==> src/rtl/seg_pkg.sv <==
// Shared constants and helpers for the 7-segment display blocks: hex glyph
// table (active-low gfedcba), the all-segments-off pattern and a counter-width helper.
package seg_pkg;

   localparam logic [6:0] SEG_OFF = 7'h7F;

   // Index n holds the glyph for hex digit n; bit 6 is segment g, bit 0 is segment a.
   localparam logic [15:0][6:0] HEX7_TABLE = {
      7'b0001110,  // F
      7'b0000110,  // E
      7'b0100001,  // d
      7'b1000110,  // C
      7'b0000011,  // b
      7'b0001000,  // A
      7'b0010000,  // 9
      7'b0000000,  // 8
      7'b1111000,  // 7
      7'b0000010,  // 6
      7'b0010010,  // 5
      7'b0011001,  // 4
      7'b0110000,  // 3
      7'b0100100,  // 2
      7'b1111001,  // 1
      7'b1000000   // 0
   };

   // Bits needed for a counter spanning 0..n-1; never less than one bit.
   function automatic int cnt_width(input int n);
      int w;
      w = 1;
      for (int i = 1; i < 32; i++) begin
         if ((longint'(1) << i) < longint'(n)) w = i + 1;
      end
      return w;
   endfunction

endpackage

==> src/rtl/seg_hex7.sv <==
// Combinational hex nibble to active-low 7-segment glyph, shared by the display blocks.
module seg_hex7
   import seg_pkg::*;
(
   input  logic [3:0] nib,
   output logic [6:0] seg
);

   assign seg = HEX7_TABLE[nib];

endmodule

==> src/rtl/seg_display_mux.sv <==
// Multiplexed common-anode 7-segment driver: double-buffered data, leading-zero
// blanking, per-digit dp and blink, PWM dimming; also sources the shared 1 ms enable.
module seg_display_mux
   import seg_pkg::*;
#(
   parameter int FCLK_KHZ = 50000,
   parameter int NDIG     = 4,
   parameter int BRIGHT_W = 4,
   parameter int BLINK_MS = 250
) (
   input  logic                clk,
   input  logic                rst_n,
   input  logic [4*NDIG-1:0]   dat,
   input  logic [NDIG-1:0]     dp,
   input  logic                load,
   input  logic                blank_lz,
   input  logic [NDIG-1:0]     blink_mask,
   input  logic [BRIGHT_W-1:0] bright,
   output logic [NDIG-1:0]     AN,
   output logic [6:0]          seg,
   output logic                seg_P,
   output logic                ce1ms
);

   localparam int PRE_W = cnt_width(FCLK_KHZ);
   localparam int IDX_W = cnt_width(NDIG);
   localparam int BLK_W = cnt_width(BLINK_MS);

   localparam logic [PRE_W-1:0] PRE_LAST = PRE_W'(FCLK_KHZ - 1);
   localparam logic [IDX_W-1:0] IDX_LAST = IDX_W'(NDIG - 1);
   localparam logic [BLK_W-1:0] BLK_LAST = BLK_W'(BLINK_MS - 1);

   logic [PRE_W-1:0]    pre_cnt;
   logic                tick;
   logic [IDX_W-1:0]    idx;
   logic                frame_end;

   logic [4*NDIG-1:0]   stg_dat;
   logic [NDIG-1:0]     stg_dp;
   logic [4*NDIG-1:0]   shd_dat;
   logic [NDIG-1:0]     shd_dp;
   logic                pending;

   logic [BLK_W-1:0]    ms_cnt;
   logic                blink_phase;
   logic [BRIGHT_W-1:0] pwm_cnt;
   logic                pwm_on;

   logic [NDIG-1:0]     lz_blank;
   logic [3:0]          cur_nib;
   logic                cur_dp;
   logic                cur_blink;
   logic                cur_lz;
   logic [6:0]          hex_seg;

   logic [NDIG-1:0]     an_nxt;
   logic [6:0]          seg_nxt;
   logic                seg_p_nxt;

   assign tick      = (pre_cnt == PRE_LAST);
   assign frame_end = tick && (idx == IDX_LAST);
   assign pwm_on    = (bright == {BRIGHT_W{1'b1}}) || (pwm_cnt < bright);

   // NOTE: state is updated with non-blocking assignments so every flop sees pre-edge values.
   always_ff @(posedge clk or negedge rst_n) begin
      if (!rst_n) begin
         pre_cnt <= '0;
         ce1ms   <= 1'b0;
      end else begin
         pre_cnt <= tick ? '0 : pre_cnt + PRE_W'(1);
         ce1ms   <= tick;
      end
   end

   // Explicit wrap keeps a non-power-of-two digit count from reaching an unused index.
   always_ff @(posedge clk or negedge rst_n) begin
      if (!rst_n) begin
         idx <= '0;
      end else if (tick) begin
         idx <= (idx == IDX_LAST) ? '0 : idx + IDX_W'(1);
      end
   end

   // NOTE: staging and shadow are reset so a fresh start never displays stale data.
   always_ff @(posedge clk or negedge rst_n) begin
      if (!rst_n) begin
         stg_dat <= '0;
         stg_dp  <= '0;
         shd_dat <= '0;
         shd_dp  <= '0;
         pending <= 1'b0;
      end else begin
         if (frame_end && pending) begin
            shd_dat <= stg_dat;
            shd_dp  <= stg_dp;
         end
         if (load) begin
            stg_dat <= dat;
            stg_dp  <= dp;
         end
         // A load on the boundary edge re-arms pending for the next frame.
         if (load) begin
            pending <= 1'b1;
         end else if (frame_end) begin
            pending <= 1'b0;
         end
      end
   end

   always_ff @(posedge clk or negedge rst_n) begin
      if (!rst_n) begin
         ms_cnt      <= '0;
         blink_phase <= 1'b0;
      end else if (tick) begin
         if (ms_cnt == BLK_LAST) begin
            ms_cnt      <= '0;
            blink_phase <= ~blink_phase;
         end else begin
            ms_cnt <= ms_cnt + BLK_W'(1);
         end
      end
   end

   always_ff @(posedge clk or negedge rst_n) begin
      if (!rst_n) begin
         pwm_cnt <= '0;
      end else begin
         pwm_cnt <= pwm_cnt + BRIGHT_W'(1);
      end
   end

   // A digit is a leading zero when it and every digit to its left are zero.
   always_comb begin
      logic upper_zero;
      lz_blank   = '0;
      upper_zero = 1'b1;
      for (int i = NDIG - 1; i > 0; i--) begin
         upper_zero  = upper_zero & (shd_dat[4*i +: 4] == 4'h0);
         lz_blank[i] = blank_lz & upper_zero;
      end
   end

   // NOTE: every always_comb output gets a default first so no latch is inferred.
   always_comb begin
      cur_nib   = 4'h0;
      cur_dp    = 1'b0;
      cur_blink = 1'b0;
      cur_lz    = 1'b0;
      for (int i = 0; i < NDIG; i++) begin
         if (idx == IDX_W'(i)) begin
            cur_nib   = shd_dat[4*i +: 4];
            cur_dp    = shd_dp[i];
            cur_blink = blink_mask[i];
            cur_lz    = lz_blank[i];
         end
      end
   end

   seg_hex7 u_hex7 (
      .nib (cur_nib),
      .seg (hex_seg)
   );

   // A dark slot (PWM off or blinked out) drives segments off as well as the anode.
   always_comb begin
      an_nxt    = '1;
      seg_nxt   = SEG_OFF;
      seg_p_nxt = 1'b1;
      if (pwm_on && !(cur_blink && blink_phase)) begin
         an_nxt    = ~(NDIG'(1) << idx);
         seg_nxt   = cur_lz ? SEG_OFF : hex_seg;
         seg_p_nxt = ~cur_dp;
      end
   end

   // Pins come straight from flops so digit changes cannot glitch.
   always_ff @(posedge clk or negedge rst_n) begin
      if (!rst_n) begin
         AN    <= '1;
         seg   <= SEG_OFF;
         seg_P <= 1'b1;
      end else begin
         AN    <= an_nxt;
         seg   <= seg_nxt;
         seg_P <= seg_p_nxt;
      end
   end

endmodule
==> config.mk <==
export PLATFORM = sky130hd
export DESIGN_NAME = seg_display_mux
export DESIGN_NICKNAME = d
export VERILOG_FILES = /design/src/rtl/seg_pkg.sv /design/src/rtl/seg_hex7.sv /design/src/rtl/seg_display_mux.sv
export SDC_FILE = /design/constraint.sdc
export NUM_CORES = 1
export LEC_CHECK = 0
export CORE_AREA = 2 2 89 91
export DETAILED_ROUTE_END_ITERATION = 16
export DIE_AREA = 0 0 91 93
export PLACE_DENSITY = 0.77
export SLEW_MARGIN = 20
export SYNTH_ARGS = -nofsm -noshare
export SYNTH_HDL_FRONTEND = slang
export SYNTH_SLANG_ARGS = --single-unit
==> constraint.sdc <==
create_clock -name clk -period 2.5 [get_ports clk]
set_clock_uncertainty 0.15 [all_clocks]
set_input_delay 0.5 -clock clk [delete_from_list [all_inputs] [get_ports clk]]
set_output_delay 0.5 -clock clk [all_outputs]
set_load 0.02 [all_outputs]
==> results of run 1 <==
==> layout make-up <==
type | count | area [um2] | share of cell area [%]
flip-flops and latches | 85 | 2140 | 43.1
multi-input cells | 221 | 1820 | 36.7
repair buffers | 58 | 558 | 11.2
clock inverters | 7 | 145 | 2.92
well taps | 102 | 128 | 2.57
clock buffers | 9 | 124 | 2.49
inverters | 12 | 46.3 | 0.932
==> cell families after synthesis <==
logic type | after synthesis | share of synthesized area [%]
AND/OR/NAND/NOR | 95 | 12.9
flip-flops | 85 | 53.1
AO/OA/AOI/OAI | 49 | 8.77
multiplexers | 43 | 13.8
buffers and inverters | 20 | 2.45
XOR/XNOR | 17 | 3.69
adder cells (fa/ha/maj) | 17 | 5.27
==> worst max path at each step <==
stage	depth (start not counted)	slack (ps)	end	from
final	10	100	seg[4]$_DFF_PN1_	idx[0]$_DFFE_PN0N_
after global routing	9	9	seg[0]$_DFF_PN1_	idx[0]$_DFFE_PN0N_
after CTS	9	6	seg[0]$_DFF_PN1_	idx[0]$_DFFE_PN0N_
after detailed placement	7	-40	seg[2]$_DFF_PN1_	bright[1]
after global placement	7	10	seg[2]$_DFF_PN1_	bright[1]
after floorplan	8	180	seg[2]$_DFF_PN1_	idx[0]$_DFFE_PN0N_
==> registers in the layout (all words and copies together) (netlist names) <==
name / flops
blink_phase: 1
seg: 7
idx: 2
pwm_cnt: 4
pending: 1
ce1ms: 1
shd_dat: 16
AN: 4
ms_cnt: 8
stg_dat: 16
shd_dp: 4
seg_P: 1
pre_cnt: 16
stg_dp: 4
==> power groups by stage <==
stage	clock, W	combinational, W	sequential (W)
after floorplan	0	0.0000495	0.00146
after global placement	0	0.000143	0.00146
after detailed placement	0	0.000147	0.00146
after CTS	0.00130	0.000149	0.00143
after global routing	0.00135	0.000162	0.00144
final	0.00127	0.000145	0.00143
==> layer usage <==
metal | vias up | part of all wire, % | GRT usage (%)
li1 | 1293 | - | -
met1 | 1326 | 48 | 27.3
met2 | 59 | 46 | 30.1
met3 | 10 | 4.0 | 3.22
met4 | 0 | 1.7 | 9.22
met5 | - | 0 | 0
==> metrics by stage <==
stage	setup slack (ps)	instances	setup TNS (ps)
floorplan	178	326	0
global placement	10.5	475	0
detailed placement	-35.3	475	-36.6
CTS	6.12	492	0
global route	8.78	494	0
finish	104	494	0
==> critical path, delay by kind of cell (launching register included) <==
kind,cells,cell delay [ps]
mux,1,260
fa+ha+maj,2,380
buf+inv,3,430
simple gates,1,230
flops,1,410
compound gates,3,460
==> placed cells by master (no fill, tap or decap), types with 12 or more instances in the layout <==
cell type	instances
dfstp_2	12
mux2_4	20
nand3_1	15
buf_4	13
ha_1	16
mux2_2	22
nand2_1	24
clkdlybuf4s50_1	43
o21ai_0	13
nor2_1	15
dfrtp_1	73
==> what timing repair did <==
| item | CTS | global route |
|---|---|---|
| buffers inserted | 0 | 2 |
| hold buffers | 1 | 0 |
| resized for setup | 0 | 5 |
| setup endpoints to repair | 0 | 3 |
| hold endpoints to repair | 29 | 0 |
==> synth_stat cells (3+ instances only) <==
cell	instances	area, um2
buf_2	3	15.0
xor2_1	11	96.3
a221o_1	3	30.0
o21ai_0	13	65.1
mux2_4	20	300
inv_1	11	41.3
nand2b_1	6	37.5
dfrtp_1	73	1830
nand4_1	5	31.3
nor4_1	3	18.8
o211ai_1	6	45.0
nand3_1	15	75.1
nand2_1	24	90.1
dfstp_2	12	315
nor3_1	7	35.0
ha_1	17	213
a21oi_1	3	15.0
o31ai_1	4	30.0
nor2_1	15	56.3
mux2_2	22	248
and2_1	3	18.8
and3_1	5	31.3
xnor2_1	6	52.6
==> impl_metrics.py, run 1 <==
metrics = {
    "clocking": {
        "cts.reportedPaths.clkPinSlew_ps": 80,
        "cts.sinks": 85,
        "clk_path_buf_depth": 2,
        "htreeDepth": 3,
        "insertion_delay_ps": 360,
        "cts-root-buf": "clkbuf_8",
        "cts_buffers": 9,
        "tritoncts": "done",
    },
    "drt": {
        "wirelength_um": 7420,
        "wl_per_cell_um": 15.0,
        "drcViolationCount": 0,
        "drt_iter0_drc": 168,
        "num_vias": 2688,
        "viasPerCell": 5.44,
        "first_pass_iters": 4,
        "ant_nets": 0,
    },
    "setup_path": {
        "rr_worst_depth": 10,
        "reg2reg_from": "idx[0]$_DFFE_PN0N_",
        "end_kind": "flip-flop",
        "critPathKind": "flip-flop to flip-flop",
        "max_stage_delay_ps": 410,
        "worstPathArrival_ps": 2530,
        "slowest_stage": "dfrtp_1",
        "r2r-end": "seg[4]$_DFF_PN1_",
        "rrSetupSlack_ps": 100,
        "start_kind": "flip-flop",
        "cp_cell_sequence": "inv_1, ha_1, and2b_2, a221o_1, o221ai_2, buf_4, buf_4, ha_1, mux2_2, o211ai_1",
        "cp_max_fo": 6,
        "required_ps": 2630,
    },
    "synthesis": {
        "syn_inst": 326,
        "syn_area_um2": 4040,
        "synth.distinct_cells": 54,
        "synth_warnings": 0,
        "syn_area_per_cell_um2": 12.4,
        "ys.flop_type": "dfrtp_1",
        "synth_edf_count": 0,
        "ys_async_sr_fraction_pct": 100,
        "synth_nets": 375,
        "synth_seq_cells": 85,
        "synth-seq-area-share_pct": 53.1,
    },
    "min_path": {
        "hold_depth": 1,
        "min_to": "ms_cnt[7]$_DFFE_PN0N_",
        "hold_path.class": "flip-flop to flip-flop",
        "holdCritStartpoint": "ms_cnt[7]$_DFFE_PN0N_",
    },
    "placement": {
        "io_buffers": 44,
        "dp_hpwl_um": 5240,
        "placed_cell_area_um2": 4640,
        "place_congestion": 0.850,
    },
    "pwr": {
        "ir_worst_vdd_mv": 0.304,
        "p_leak_nw": 2.29,
        "p_int_w": 0.00227,
        "finalPower_w": 0.00284,
        "pwr-share-comb_pct": 5.1,
        "clockPowerShare_pct": 44.6,
        "sw_frac_of_total_pct": 20.2,
        "switchingPower_w": 0.000573,
        "pwr-share-seq_pct": 50.3,
        "power_density_nw_per_um2": 573,
    },
    "timing": {
        "hold_ws_ps": 339,
        "max_clock_freq_mhz": 417,
        "finalCriticalPeriod_ps": 2400,
        "post-route-period-util_pct": 95.9,
        "max-slew-margin-rel_pct": 63.8,
        "finalHoldViolCount": 0,
        "rsz0062_at_grt": "no",
        "tightest_slew_ps": 544,
        "setup_viol": 0,
        "drv_slew": 0,
    },
    "global_route": {
        "grt_usage_pct": 19.5,
        "overflow": 0,
        "grt_first_pass_wirelength_um": 13000,
        "grt_max_degree": 45,
        "antenna_found_initial": 0,
        "grt_pass1_vias": 2650,
    },
    "flow_run": {
        "max_cap_violations": 0,
    },
    "floorplanning": {
        "io_pins": 45,
        "die_area_um2": 8460,
        "core_um2": 7530,
        "die_w_um": 91,
        "start_util_pct": 53.6,
        "fp.dieH_um": 93,
        "num_rows": 32,
    },
    "layout": {
        "drive_gt1_share_pct": 24.0,
        "n_antenna_cell": 0,
        "fillers": 572,
        "fin_area_um2": 4960,
        "syn2layout_area_growth_pct": 23.0,
        "final_core_util_pct": 66.0,
        "layout.nets": 436,
    },
    "run_status": {
        "status": "finished clean",
    },
}
Power figures use the tool's default switching activity.
==> inputs of run 2 (changes only) <==
--- a/config.mk
+++ b/config.mk
@@ -5,6 +5,7 @@
 export SDC_FILE = /design/constraint.sdc
 export NUM_CORES = 1
 export LEC_CHECK = 0
+export ABC_CLOCK_PERIOD_IN_PS = 2500
 export CORE_AREA = 2 2 89 91
 export DETAILED_ROUTE_END_ITERATION = 16
 export DIE_AREA = 0 0 91 93
==> results of run 2 <==
Final layout, timing and power as in run 1 (identical DEF).
==> RTL edit 1: new RTL, flow settings as in run 2 <==
Make the reset (`rst_n`) synchronous in 6 clocked blocks.
--- a/src/rtl/seg_display_mux.sv
+++ b/src/rtl/seg_display_mux.sv
@@ -63,5 +63,5 @@
 
    // NOTE: state is updated with non-blocking assignments so every flop sees pre-edge values.
-   always_ff @(posedge clk or negedge rst_n) begin
+   always_ff @(posedge clk) begin
       if (!rst_n) begin
          pre_cnt <= '0;
@@ -74,5 +74,5 @@
 
    // Explicit wrap keeps a non-power-of-two digit count from reaching an unused index.
-   always_ff @(posedge clk or negedge rst_n) begin
+   always_ff @(posedge clk) begin
       if (!rst_n) begin
          idx <= '0;
@@ -83,5 +83,5 @@
 
    // NOTE: staging and shadow are reset so a fresh start never displays stale data.
-   always_ff @(posedge clk or negedge rst_n) begin
+   always_ff @(posedge clk) begin
       if (!rst_n) begin
          stg_dat <= '0;
@@ -108,5 +108,5 @@
    end
 
-   always_ff @(posedge clk or negedge rst_n) begin
+   always_ff @(posedge clk) begin
       if (!rst_n) begin
          ms_cnt      <= '0;
@@ -122,5 +122,5 @@
    end
 
-   always_ff @(posedge clk or negedge rst_n) begin
+   always_ff @(posedge clk) begin
       if (!rst_n) begin
          pwm_cnt <= '0;
@@ -175,5 +175,5 @@
 
    // Pins come straight from flops so digit changes cannot glitch.
-   always_ff @(posedge clk or negedge rst_n) begin
+   always_ff @(posedge clk) begin
       if (!rst_n) begin
          AN    <= '1;
Behaviour: differs if rst_n is asserted again (counterexample within 4 cycles, from zero or initial values and one cycle with rst_n low); with rst_n held inactive, the same outputs for 10 cycles.
==> RTL edit 1 against run 2 <==
- largest power group unchanged
- setup slack better by 49 ps
- sequential cell count unchanged
- highest routed layer unchanged
- synthesized area down 3.7%
- total power decreased by 9.5%
- design area is 5.3% lower
- critical path depth shrank 6
- critical path type unchanged
- clock power decreased by 24%
- wire length rose by 4.9%
- utilization is 3.5 points lower
==> RTL edit 1: results (changes against run 2) <==
| Metric | Value |
|---|---|
| Synthesized area per cell | 9.04 sq um (-27%) |
| Top FF cell, synth | sky130_fd_sc_hd__dfxtp_1 |
| Worst Path Max Fanout | 15 (+9) |
| Run status | finished, final reports clean |
| Synth async-reset ratio | 0% (-100 points) |
| Number of nets produced by synthesis | 479 (+28%) |
| List of most frequent post-synthesis cells | sky130_fd_sc_hd__dfxtp_1, sky130_fd_sc_hd__nand2_1, sky130_fd_sc_hd__nor2b_1 |
| Depth of the worst register-to-register path | 4 (-6) |
| Placed instance count | 569 (+20%) |
| Sequential share of the synthesized area | 43.8% (-9.3 points) |
| Total Nets Final | 527 (+21%) |
| Final GP Congestion | 0.834 (-1.9%) |
| Largest net degree at the start of global routing | 60 (+33%) |
| Leakage power summed over all cells | 1.77 nW (-23%) |
| Avg Vias per Cell | 5.36 (-1.4%) |
| Final wirelength | 7780 um (+4.9%) |
| Number of fill cells | 677 (+18%) |
| Worst-case setup margin in the final layout | 153 ps (+49.1 ps) |
| Worst setup startpoint | pre_cnt[13] |
| CP arrival | 2470 ps (-60 ps) |
| Global Route Usage Sum | 19.8% (+0.28 points) |
| Minimum setup slack after placement | -145 ps (-110 ps) |
| Half-perimeter wire length after placement | 5450 um (+4.0%) |
| End of the worst register-to-register path | blink_phase |
| Detail-routed net length per standard cell | 13.3 um (-11%) |
| Largest voltage drop on the vdd net | 288 uV (-5.4%) |
| Global-route wire length before repair | 13800 um (+5.4%) |
| Main area contributors after synthesis | sky130_fd_sc_hd__dfxtp_1, sky130_fd_sc_hd__mux2i_1, sky130_fd_sc_hd__nand2_1, sky130_fd_sc_hd__nor2b_1, sky130_fd_sc_hd__ha_1 |
| Number of library cell types mapped by synthesis | 49 (-9.3%) |
| DRT iter0 DRCs | 143 (-15%) |
| Antenna violations before repair | 0 (unchanged) |
| Fraction of layout instances using a drive strength above 1 | 8.28% (-16 points) |
RTL edit 1: cell count changes in the layout (fill, tap and decap cells not counted), sizes merged, moves of 20 or more:
| cell | before | now |
|---|---|---|
| dfxtp | 0 | 85 |
| a21boi | 1 | 21 |
| nand2 | 24 | 64 |
| dfrtp | 73 | 0 |
| mux2i | 1 | 24 |
| nor2b | 2 | 35 |
| mux2 | 42 | 1 |
RTL edit 1: routing by layer:
metal  wire [um]  track usage [%]  part of all wire (%)
met1        3680             25.3                    47
met5           0                0                     0
met3         315             3.46                   4.0
met2        3610             32.8                    46
met4         175             9.22                   2.2
RTL edit 1: layout make-up:
| type | instances | area share, % |
|---|---|---|
| flip-flops and latches | 85 | 36.2 |
| clock buffers | 11 | 3.01 |
| inverters | 12 | 0.958 |
| multi-input cells | 311 | 43.6 |
| repair buffers | 59 | 12.3 |
| clock inverters | 5 | 1.28 |
| well taps | 102 | 2.71 |
RTL edit 1: logic make-up after synthesis:
family,share of synthesized area [%]
xor+xnor,3.60
flops,43.8
simple gates,25.4
mux,6.47
fa+ha+maj,5.47
buf+inv,3.77
compound gates,11.5
RTL edit 1: how the worst min path moves through the flow:
stage | start | end | depth (start not counted) | slack (ps)
after floorplan | pre_cnt[0] | pre_cnt[0] | 1 | 280
after global placement | pre_cnt[0] | pre_cnt[0] | 1 | 290
after detailed placement | shd_dp[3] | shd_dp[3] | 2 | 300
after CTS | shd_dp[3] | shd_dp[3] | 2 | 310
after global routing | shd_dp[3] | shd_dp[3] | 2 | 330
final | stg_dat[14] | shd_dat[14] | 2 | 300
RTL edit 1: power groups by stage:
stage                     combinational, mW  clock (mW)  sequential [mW]
after floorplan                      0.0866           0             1.45
after global placement                0.189           0             1.44
after detailed placement              0.194           0             1.45
after CTS                             0.195       0.991             1.41
after global routing                  0.212        1.05             1.42
final                                 0.193       0.967             1.41
RTL edit 1: worst max-delay path: stages (launching register included):
cell and delay, ps:
sky130_fd_sc_hd__dfxtp_1 340, sky130_fd_sc_hd__or4_4 550, sky130_fd_sc_hd__or4_4 660, sky130_fd_sc_hd__or3_1 390, sky130_fd_sc_hd__a21boi_1 160
RTL edit 1: metrics by stage:
step                      TNS, ps  cell area [sq um]  utilization (%)
after floorplan                 0               3890                -
after global placement       -449               4500             59.8
after detailed placement     -762               4500             59.8
after CTS                       0               4700             62.4
after global routing            0               4700             62.5
final                           0               4700             62.5
RTL edit 1: timing repair:
item                                    4_1_cts  5_1_grt
resized for setup                             0        1
hold endpoints to repair                      0        0
endpoints found under the setup margin        0        1
==> RTL edit 2: new RTL, flow settings as in run 2 <==
Made on the original files. Set the parameter `NDIG` to 5 (it was 4).
--- a/src/rtl/seg_display_mux.sv
+++ b/src/rtl/seg_display_mux.sv
@@ -5,5 +5,5 @@
 #(
    parameter int FCLK_KHZ = 50000,
-   parameter int NDIG     = 4,
+   parameter int NDIG     = 5,
    parameter int BRIGHT_W = 4,
    parameter int BLINK_MS = 250
Ports: changed (resized AN, blink_mask, dat and dp); port bits go from 45 to 52. The function was not compared with the original's and may differ.
==> RTL edit 2 against run 2 <==
- fmax shrank 2.0%
- design area rose by 15%
- wire length increased by 24%
- utilization increased by 9.7 points
- sequential power is 15% higher
- setup slack worse by 49 ps
- sequential cell count is 12 higher
- synthesized area is 14% higher
- largest power group unchanged
- critical path type unchanged
- total power decreased by 3.1%
==> RTL edit 2: results (changes against run 2) <==
| Metric | Value |
|---|---|
| Half-perimeter wire length after placement | 6340 um (+21%) |
| Proportion of cell area occupied by multi-input gates | 38.1% (+1.4 points) |
| Final wirelength | 9190 um (+24%) |
| Sequential share of the synthesized area | 53.0% (-0.070 points) |
| Global Route Usage Sum | 23.0% (+3.5 points) |
| Signal buffers | 74 (+28%) |
| Leakage power summed over all cells | 2.58 nW (+12%) |
| Largest registers | shd_dat (20), stg_dat (20), pre_cnt (16) |
| Placed instance count | 544 (+15%) |
| Global Route met2 Usage | 39.0% (+9.0 points) |
| Fraction of layout instances using a drive strength above 1 | 28.4% (+4.4 points) |
| Placed inst area | 0.00533 sq mm (+15%) |
| Delay of the slowest cell on the worst path | 460 ps (+50 ps) |
| Synthesized area per cell | 11.9 sq um (-4.0%) |
| List of most frequent post-synthesis cells | sky130_fd_sc_hd__dfrtp_1, sky130_fd_sc_hd__mux2_2, sky130_fd_sc_hd__nand2_1 |
| Share of cell area taken by flip-flops and latches | 42.9% (-0.23 points) |
| Run status | finished, final reports clean |
| Proportion of cell area spent on the clock network | 3.16% (-2.3 points) |
| Capturing instance or port of the critical path | seg[3] |
| Non-clock buffering overhead | 12.5% (+1.3 points) |
| Number of buffer cells added on primary ports | 51 (+16%) |
| Beginning of the worst register-to-register path | idx[0] |
| Arithmetic-cell share of the synthesized area counting full adders, half adders and majority gates | 4.88% (-0.39 points) |
| DRT iter0 DRCs | 210 (+25%) |
| Crit path time final | 2450 ps (+48.8 ps) |
| Number of nets produced by synthesis | 444 (+18%) |
| Global-route wire length before repair | 15400 um (+18%) |
| Min-delay src | pwm_cnt[0] |
| Minimum setup slack after placement | -82.6 ps (-47.3 ps) |
| Clk_buf instances | 11 (+2) |
| Compound-gate portion of the synthesized area | 9.12% (+0.35 points) |
| CP arrival | 2590 ps (+60 ps) |
| CP max-delay cell | sky130_fd_sc_hd__dfrtp_2 |
| Worst Path Max Fanout | 5 (-1) |
| Number of library cell types mapped by synthesis | 52 (-3.7%) |
| Inverters, non-clock | 17 (+5) |
-- RTL edit 2: worst min-delay path by stage --
stage	depth (start not counted)	endpoint	slack, ps
5_1_grt	1	pwm_cnt[0]	360
2_1_floorplan	0	blink_phase	50
3_3_place_gp	1	pwm_cnt[0]	310
3_5_place_dp	1	pwm_cnt[0]	320
4_1_cts	1	pwm_cnt[0]	330
6_report	1	pwm_cnt[0]	330
-- RTL edit 2: what timing repair did --
action | in CTS | in global routing
buffers inserted | 0 | 3
endpoints found under the setup margin | 6 | 10
pin swaps | 1 | 7
hold buffers | 1 | 0
hold endpoints to repair | 27 | 0
resized for setup | 6 | 27
-- RTL edit 2: power by group --
group,switching (mW),internal (mW)
clock network,0.548,0.397
logic,0.0703,0.104
registers,0.0222,1.61
total,0.641,2.12
-- RTL edit 2: per-layer routing --
layer | vias to the layer above | share of wire, %
li1 | 1513 | -
met1 | 1585 | 44
met2 | 84 | 49
met3 | 27 | 3.6
met5 | - | 0
met4 | 0 | 3.4
